### src/rtl/dac_frame_sched.sv
// dac_frame_sched
//   Two-requester frame scheduler that time-shares one 8-bit serial DAC
//   interface between channel A and channel B. Each channel has a one-deep
//   holding register filled through a valid/ready handshake. A free-running
//   4-bit frame counter defines 16-cycle frames (setup 0..7, shift 8..15).
//   At the 7->8 edge one full holder is granted (round-robin or A-priority),
//   its sample is latched onto dac_din/dac_a and dac_scen goes low for the
//   shift phase.
//
// Ports
//   clk_4M            : clock, all state changes on its rising edge
//   rst_n             : asynchronous active-low reset
//   enable            : 1 allows new frame grants
//   a_valid/a_data    : channel-A sample offer
//   a_ready           : channel-A holder empty
//   b_valid/b_data    : channel-B sample offer
//   b_ready           : channel-B holder empty
//   dac_din           : sample driven to the DAC interface din
//   dac_a             : channel select to the DAC interface (1 = A, 0 = B)
//   dac_scen          : active-low frame enable to the DAC interface
//   frame_done        : one-cycle pulse while cnt = 0 after a transfer frame
module dac_frame_sched #(
  parameter logic [3:0] SCEN_SELECT_PRELOAD = 4'b0000,
  parameter logic       RR_EN               = 1'b1
) (
  input  logic       clk_4M,
  input  logic       rst_n,
  input  logic       enable,
  input  logic       a_valid,
  input  logic [7:0] a_data,
  output logic       a_ready,
  input  logic       b_valid,
  input  logic [7:0] b_data,
  output logic       b_ready,
  output logic [7:0] dac_din,
  output logic       dac_a,
  output logic       dac_scen,
  output logic       frame_done
);

  logic [3:0] r_cnt;
  logic       r_a_full;
  logic       r_b_full;
  logic [7:0] r_a_data;
  logic [7:0] r_b_data;
  logic       r_xfer;
  logic       r_last_grant;  // 1 = A was granted last, 0 = B
  logic [7:0] r_din;
  logic       r_dac_a;
  logic       r_done;

  logic       w_decide;
  logic       w_frame_end;
  logic       w_cand_a;
  logic       w_cand_b;
  logic       w_grant_a;
  logic       w_grant_b;
  logic       w_acc_a;
  logic       w_acc_b;

  assign w_decide    = (r_cnt == 4'd7);
  assign w_frame_end = (r_cnt == 4'd15);
  assign w_cand_a    = r_a_full & enable;
  assign w_cand_b    = r_b_full & enable;
  assign w_acc_a     = a_valid & ~r_a_full;
  assign w_acc_b     = b_valid & ~r_b_full;

  // Arbitration only matters on the decision edge; with both channels
  // contending, round-robin grants the channel that did not win last time.
  always_comb begin
    w_grant_a = 1'b0;
    w_grant_b = 1'b0;
    if (w_decide) begin
      if (w_cand_a && w_cand_b) begin
        if (RR_EN) begin
          w_grant_a = ~r_last_grant;
          w_grant_b = r_last_grant;
        end else begin
          w_grant_a = 1'b1;
        end
      end else begin
        w_grant_a = w_cand_a;
        w_grant_b = w_cand_b;
      end
    end
  end

  always_ff @(posedge clk_4M or negedge rst_n) begin
    if (!rst_n) begin
      r_cnt <= SCEN_SELECT_PRELOAD;
    end else begin
      r_cnt <= r_cnt + 4'd1;
    end
  end

  // Holders: a granted holder empties on the decision edge. A holder that is
  // empty cannot be granted, so grant and accept never collide on one channel.
  always_ff @(posedge clk_4M or negedge rst_n) begin
    if (!rst_n) begin
      r_a_full <= 1'b0;
      r_b_full <= 1'b0;
    end else begin
      if (w_grant_a)    r_a_full <= 1'b0;
      else if (w_acc_a) r_a_full <= 1'b1;
      if (w_grant_b)    r_b_full <= 1'b0;
      else if (w_acc_b) r_b_full <= 1'b1;
    end
  end

  // Holder data needs no reset: it is qualified by the full flags.
  always_ff @(posedge clk_4M) begin
    if (w_acc_a) r_a_data <= a_data;
    if (w_acc_b) r_b_data <= b_data;
  end

  // Frame control and DAC-side registers. dac_din/dac_a only move on a
  // grant, so they are stable across the whole shift phase.
  always_ff @(posedge clk_4M or negedge rst_n) begin
    if (!rst_n) begin
      r_xfer       <= 1'b0;
      r_last_grant <= 1'b0;
      r_din        <= 8'h00;
      r_dac_a      <= 1'b0;
      r_done       <= 1'b0;
    end else begin
      r_done <= w_frame_end & r_xfer;
      if (w_grant_a || w_grant_b) begin
        r_xfer       <= 1'b1;
        r_last_grant <= w_grant_a;
        r_dac_a      <= w_grant_a;
        r_din        <= w_grant_a ? r_a_data : r_b_data;
      end else if (w_frame_end) begin
        r_xfer <= 1'b0;
      end
    end
  end

  assign a_ready    = ~r_a_full;
  assign b_ready    = ~r_b_full;
  assign dac_din    = r_din;
  assign dac_a      = r_dac_a;
  // Combinational from reset-cleared r_xfer, so it rises as soon as rst_n falls.
  assign dac_scen   = ~(r_cnt[3] & r_xfer);
  assign frame_done = r_done;

endmodule
### config.mk
export PLATFORM = sky130hd
export DESIGN_NAME = dac_frame_sched
export DESIGN_NICKNAME = d
export VERILOG_FILES = /design/src/rtl/dac_frame_sched.sv
export SDC_FILE = /design/constraint.sdc
export NUM_CORES = 1
export LEC_CHECK = 0
export BUFFER_PORTS_ARGS = -buffer_cell sky130_fd_sc_hd__buf_2
export CORE_ASPECT_RATIO = 1.2
export CORE_MARGIN = 3
export CORE_UTILIZATION = 46
export CTS_CLUSTER_SIZE = 25
export DETAILED_ROUTE_END_ITERATION = 10
export GPL_ROUTABILITY_DRIVEN = 0
export PLACE_DENSITY = 0.74
export SLEW_MARGIN = 5
export SYNTH_ARGS = -nofsm -noshare
export SYNTH_HDL_FRONTEND = slang
export SYNTH_SLANG_ARGS = --single-unit
### constraint.sdc
create_clock -name clk_4M -period 1.2 [get_ports clk_4M]
set_input_delay 0.18 -clock clk_4M [delete_from_list [all_inputs] [get_ports clk_4M]]
set_output_delay 0.18 -clock clk_4M [all_outputs]
set_load 0.01 [all_outputs]
# Word-level counts from Yosys, hierarchy flattened
# Cells that the tools add are included.
# totals
regBits,33
in_bits,21
out_inout_bits,13
# classes
n_addsub,1
eq_ne,2
muxes,11
bitwise_logic,10
reduce_logical,5
# op_table
operator,n
2-to-1 mux 1 bit,10
2-to-1 mux 8 bit,1
AND 1 bit,6
nonzero test 2 bit,3
adder 4 x 1 -> 4 bit (second input constant),1
equality test 4 x 3 -> 1 bit (second input constant),1
equality test 4 bit (second input constant),1
NOT 1 bit,4
logical AND 1 bit,1
logical OR 1 bit,1

# Depth between registers and ports, before layout
# Gate-level depths: netlist of run 1.
# depth
ltp_word,6
ltp_mapped,5
depth_no_buf,4

# Worst setup path before layout of run 1
# OpenSTA, ideal clock, no wires.
# synth_timing
path_type,register to register
start,register r_cnt[0]
end,register r_din[3] (netlist: dac_din[3])
t_arrival_ns,1.166
setup_slack_ns,-0.097
stages_incl_launch_ff,6
n_path_buf,1
synth_period_minus_slack_ns,1.297
cell_sequence,dfrtp_1 > ha_1 > nand4b_4 > buf_6 > a311oi_1 > a2bb2oi_1
# synth_via
elab_chain_len,3
# synth_rtl
element,line_no,rtl
start: declaration,41,logic [3:0] r_cnt;
start signal: assignment,92,r_cnt <= r_cnt + 4'd1;
equality test 4 x 3 -> 1 bit *,61,assign w_decide = (r_cnt == 4'd7);
2-to-1 mux 1 bit,73,if (w_decide) begin
2-to-1 mux 8 bit / logical OR 1 bit (equally long branches),"131, 127",
end signal: assignment,131,r_din <= w_grant_a ? r_a_data : r_b_data;
end: declaration,48,logic [7:0] r_din;
# Mark *: on every way between the ends. The rest lies on a longest branch, timed or not.
# A chain may end at the register's enable or synchronous reset.

# Final worst setup path of run 1
# layout_timing
start,register r_cnt[0]
end,register r_din[1] (netlist: dac_din[1])
# Same word-level chain as after synthesis.

==> reports/results.ini, run 1 <==
[run_status]
status=finished, violations left
violations=setup timing

[synth]
yosysSeqAreaShare_pct=69.6
synth_enable_flop_cells=16
async_reset_ff_share_pct=51.5
syn-instance-count=86
synth_warnings=0
synthTopCellsByArea=edfxtp_1 (37%), dfrtp_1 (33%), a2bb2oi_1 (5.4%)
synth_cell_types=26
yosys_most_used_dff=dfrtp_1
synthDominantCellAreaShare_pct=36.9
ys_seq_elements=33
syn_nets=108
synth_area_leader_cell=edfxtp_1
synth_area_um2=1300
syn_area_per_cell_um2=15.1

[final_layout]
fin_area_um2=1990
drive_above_1_share_pct=51.6
num_antenna_cells=0
most-common-layout-cells=buf_2 (30), dfrtp_1 (17), edfxtp_1 (16)
synthToLayoutAreaGrowth_pct=52.9
nets=180
layout_commonest_cell=buf_2

[die]
std_cell_rows=20
fp.dieW_um=54.6
die-area_um2=3510
io_pins=34
core-area_um2=2630
floorplan.initialDensity_pct=49.5
die_h_um=64.3

[sta]
setup_viol=14
final.min_clock_period_ps=1310
period_share_pct=109
rsz0062_at_grt=true
finalHoldViolCount=0
fmax_mhz=764
setup_ws_ps=-109
fin_skew_ps=18.2
holdWs_ps=17.0
worst_pin_slew_ps=392
slew_viol_final=0
slew_headroom_pct=73.9

[cts]
worstSkewPairLatency_ps=350
htreeDepth=2
cts.path.max_buffers=2
clock-sinks=33
clkTransAtPathRegs_ps=110
cts_buffers=5
clockRootBuffer=clkbuf_4
cts_tree=built

[setup_path]
r2r-end=dac_din[1]$_DFFE_PN0P_
reg2reg_from=r_cnt[0]$_DFF_PN0_
cp-startpoint=r_cnt[0]$_DFF_PN0_
worst-path-max-fanout=6
worst-setup-path-type=reg2reg
startpoint_type=flop
crit_required_ps=1430
arrival_ps=1540
rrSetupSlack_ps=-110
ff2ff_path_depth=4
cp-end-kind=flop

[global_routing]
grt_pass1_vias=1054
groute.usage.overall_pct=20.7
grt_pass1_wl_um=5060
grt_max_degree=18
antenna_found_initial=0
overflow=0

[hold_path]
hp-class=in2reg
worstHoldStart=a_data[6]
worstHoldPathCells=1
hold_end=r_a_data[6]$_DFFE_PP_

[drt]
drt.antenna.violating_nets=0
drcViolationCount=0
first_iter_violations=20
first_pass_iters=4
routed_via_density=5.42
drt-total-wl_um=3330
wl_per_cell_um=17.4
vias=1041

[place]
dp_hpwl_um=1880
place_area_um2=1570
numPortBuffers=33

[power]
power_density_nw_per_um2=1140
power_leakage_uw=0.000898
peakVddDrop_mv=0.781

[job]
maxCapViolCount=0

==> critical path: stages (launching register included) <==
cell	delay, ps
dfrtp_1	410
ha_4	210
nand4b_4	180
a311oi_2	290
a2bb2oi_1	100
==> power by group <==
group	internal (uW)	leakage [uW]	total [uW]	switching, uW
Clock	220	0.0000310	614	393
Combinational	174	0.000524	349	175
Sequential	1250	0.000343	1300	47.5
==> cells by family after synthesis <==
logic type	count (synthesis)	share of synthesized area, %
xor+xnor	2	1.35
buf+inv	7	3.75
compound gates	32	18.1
fa+ha+maj	1	0.961
simple gates	11	6.25
flops	33	69.6
==> per-layer routing <==
metal  vias up  routed length, um  share of wire, %  global-route usage, %
met4         0                 58               1.7                   8.41
met2        51               1690                51                   32.3
met1       502               1350                41                   25.4
met5         -                  0                 0                      0
met3         5                232               7.0                   7.46
li1        483                  -                 -                      -
==> state kept, by name, indices dropped and copies added (netlist names) <==
register and flops:
dac_din 8, r_a_data 8, r_b_data 8, r_cnt 4, dac_a 1, frame_done 1, r_a_full 1, r_b_full 1
r_xfer 1
==> final cells by class <==
| class | instances | area (um^2) |
|---|---|---|
| fillers | 164 | 638 |
| multi-input cells | 49 | 487 |
| well taps | 33 | 41.3 |
| clock inverters | 3 | 17.5 |
| inverters | 4 | 20.0 |
| clock buffers | 5 | 37.5 |
| flip-flops and latches | 33 | 906 |
| repair buffers | 65 | 480 |
==> timing repair <==
action / in CTS / in global routing
setup endpoints to repair: 23 / 31
buffers inserted: 6 / 0
hold buffers: 5 / 10
hold endpoints to repair: 21 / 10
cloned: 3 / 0
pin swaps: 3 / 0
gates resized for setup: 21 / 12
==> stage by stage <==
| step | power, uW | setup WS (ps) | TNS, ps | instances | util, % |
|---|---|---|---|---|---|
| after floorplan | 1430 | -18.5 | -84.1 | 86 | - |
| after global placement | 1560 | -85.7 | -838 | 160 | 59.8 |
| after detailed placement | 1580 | -187 | -1680 | 160 | 59.8 |
| after CTS | 2220 | -56.9 | -406 | 182 | 70.3 |
| after global routing | 2380 | -230 | -1970 | 192 | 75.7 |
| final | 2260 | -109 | -761 | 192 | 75.7 |
==> cells in the mapped netlist (all sizes together), types with 2 or more instances <==
library cell	number
dfrtp	17
edfxtp	16
o21ai	9
a2bb2oi	8
a311oi	5
inv	4
a211oi	3
buf	3
nand2	3
nor2	3
nand3	2
==> worst max-delay path by stage <==
stage / cells after the start / to
floorplan: 5 / dac_din[3]$_DFFE_PN0P_
global route: 4 / dac_din[3]$_DFFE_PN0P_
CTS: 3 / b_ready
finish: 4 / dac_din[1]$_DFFE_PN0P_
detailed placement: 4 / dac_din[6]$_DFFE_PN0P_
global placement: 4 / dac_din[0]$_DFFE_PN0P_
Note: power is estimated with default switching activity, not from simulation.
==> run 2: changes to the inputs <==
--- a/config.mk
+++ b/config.mk
@@ -8,11 +8,11 @@
 export BUFFER_PORTS_ARGS = -buffer_cell sky130_fd_sc_hd__buf_2
 export CORE_ASPECT_RATIO = 1.2
 export CORE_MARGIN = 3
-export CORE_UTILIZATION = 46
+export CORE_UTILIZATION = 50
 export CTS_CLUSTER_SIZE = 25
 export DETAILED_ROUTE_END_ITERATION = 10
 export GPL_ROUTABILITY_DRIVEN = 0
-export PLACE_DENSITY = 0.74
+export PLACE_DENSITY = 0.76
 export SLEW_MARGIN = 5
 export SYNTH_ARGS = -nofsm -noshare
 export SYNTH_HDL_FRONTEND = slang
==> constraint.sdc (replaced) <==
create_clock -name clk_4M -period 1.3 [get_ports clk_4M]
set_input_delay 0.195 -clock clk_4M [delete_from_list [all_inputs] [get_ports clk_4M]]
set_output_delay 0.195 -clock clk_4M [all_outputs]
set_load 0.01 [all_outputs]
==> reports/results.ini, run 2 (synthesis gave the netlist of run 1 again) <==
[die]
io_pins=34
std_cell_rows=19
fp.dieW_um=52.6
die-area_um2=3250
die_h_um=61.9
core-area_um2=2380
floorplan.initialDensity_pct=54.7

[final_layout]
drive_above_1_share_pct=55.1
layout_commonest_cell=buf_2
num_antenna_cells=0
most-common-layout-cells=buf_2 (32), edfxtp_1 (16), dfrtp_1 (15)
final_cells=169
nets=159
synthToLayoutAreaGrowth_pct=40.3

[run_status]
status=finished, violations left
violations=setup timing

[global_routing]
grt_pass1_vias=914
grt_pass1_wl_um=4440
overflow=0
grt_max_degree=18
groute.usage.overall_pct=20.4
antenna_found_initial=0

[cts]
clock-sinks=33
cts_tree=built
cts_buffers=5
clockRootBuffer=clkbuf_4
cts.path.max_buffers=2
worstSkewPairLatency_ps=330
clkTransAtPathRegs_ps=100
htreeDepth=2

[hold_path]
worstHoldStart=b_data[4]
hp-class=in2reg
worstHoldPathCells=1
hold_end=r_b_data[4]$_DFFE_PP_

[sta]
finalHoldViolCount=0
rsz0062_at_grt=true
fin_skew_ps=14.6
slew_headroom_pct=71.6
setup_viol=6
worst_pin_slew_ps=426
holdWs_ps=28.3
final.min_clock_period_ps=1390
period_share_pct=107
slew_viol_final=0
fmax_mhz=721
setup_ws_ps=-87.8

[drt]
drt.antenna.violating_nets=0
wl_per_cell_um=21.0
vias=1032
drt-total-wl_um=3550
first_pass_iters=4
first_iter_violations=49
routed_via_density=6.11
drcViolationCount=0

[setup_path]
critPathMaxStageDelay_ps=500
ff2ff_path_depth=3
cp_num_buf_inv=0
reg2reg_from=r_b_full$_DFFE_PN0P_
slowest_stage=dfrtp_1
crit_chain=nand2_1 -> a311oi_1 -> a2bb2oi_1
worst-setup-path-type=reg2reg
r2r-end=dac_din[6]$_DFFE_PN0P_
arrival_ps=1590
crit_required_ps=1500
rrSetupSlack_ps=-90
cp-end-kind=flop
critPathTopFamily=compound AO/OA/AOI/OAI gates
worst-path-max-fanout=6
startpoint_type=flop

[place]
post-place-cells=153
dpl_worst_slack_ps=-141
dp_hpwl_um=1870
numPortBuffers=33

[power]
peakVddDrop_mv=1.15
power_leakage_uw=0.000944
power_density_nw_per_um2=1240

[job]
maxCapViolCount=0

-- run 2: area by class of cell --
class,count,area [um^2]
clock buffers,7,55.1
flip-flops and latches,33,908
multi-input cells,49,505
repair buffers,44,273
well taps,31,38.8
fillers,149,552
inverters,4,15.0
clock inverters,1,30.0
-- run 2: metrics by stage --
stage | TNS (ps) | area (um^2) | total power, uW | utilization, %
global placement | -398 | 1520 | 1420 | 63.8
floorplan | 0 | 1300 | 1310 | -
finish | -275 | 1830 | 2260 | 76.8
CTS | 0 | 1690 | 2230 | 71.0
global route | -706 | 1830 | 2340 | 76.8
detailed placement | -999 | 1520 | 1430 | 63.8
-- run 2: worst max path at each step --
| stage | start | to | cells past startpoint |
|---|---|---|---|
| floorplan | r_cnt[0]$_DFF_PN0_ | dac_din[3]$_DFFE_PN0P_ | 5 |
| global placement | r_cnt[0]$_DFF_PN0_ | dac_din[6]$_DFFE_PN0P_ | 4 |
| detailed placement | r_cnt[0]$_DFF_PN0_ | dac_din[6]$_DFFE_PN0P_ | 4 |
| CTS | r_cnt[3]$_DFF_PN0_ | dac_scen | 3 |
| global route | r_cnt[1]$_DFF_PN0_ | dac_din[5]$_DFFE_PN0P_ | 5 |
| finish | r_b_full$_DFFE_PN0P_ | dac_din[6]$_DFFE_PN0P_ | 3 |
-- run 2: metal layers --
| metal | GRT usage, % | wire length (um) | vias to the layer above |
|---|---|---|---|
| met1 | 23.0 | 1200 | 510 |
| met4 | 9.85 | 112 | 0 |
| li1 | - | - | 441 |
| met2 | 34.8 | 1970 | 69 |
| met3 | 6.92 | 268 | 12 |
| met5 | 0 | 0 | - |
-- run 2: timing repair --
action	CTS	global route
gates resized for setup	7	27
pin swaps	2	4
setup buffers	1	3
hold endpoints to repair	17	0
hold buffers	1	0
gates cloned	2	1
setup endpoints to repair	10	13
-- run 2: power breakdown --
group / internal [uW] / leakage [uW] / switching (uW)
registers: 1160 / 0.000341 / 51.6
clock network: 459 / 0.0000455 / 329
logic: 112 / 0.000557 / 155
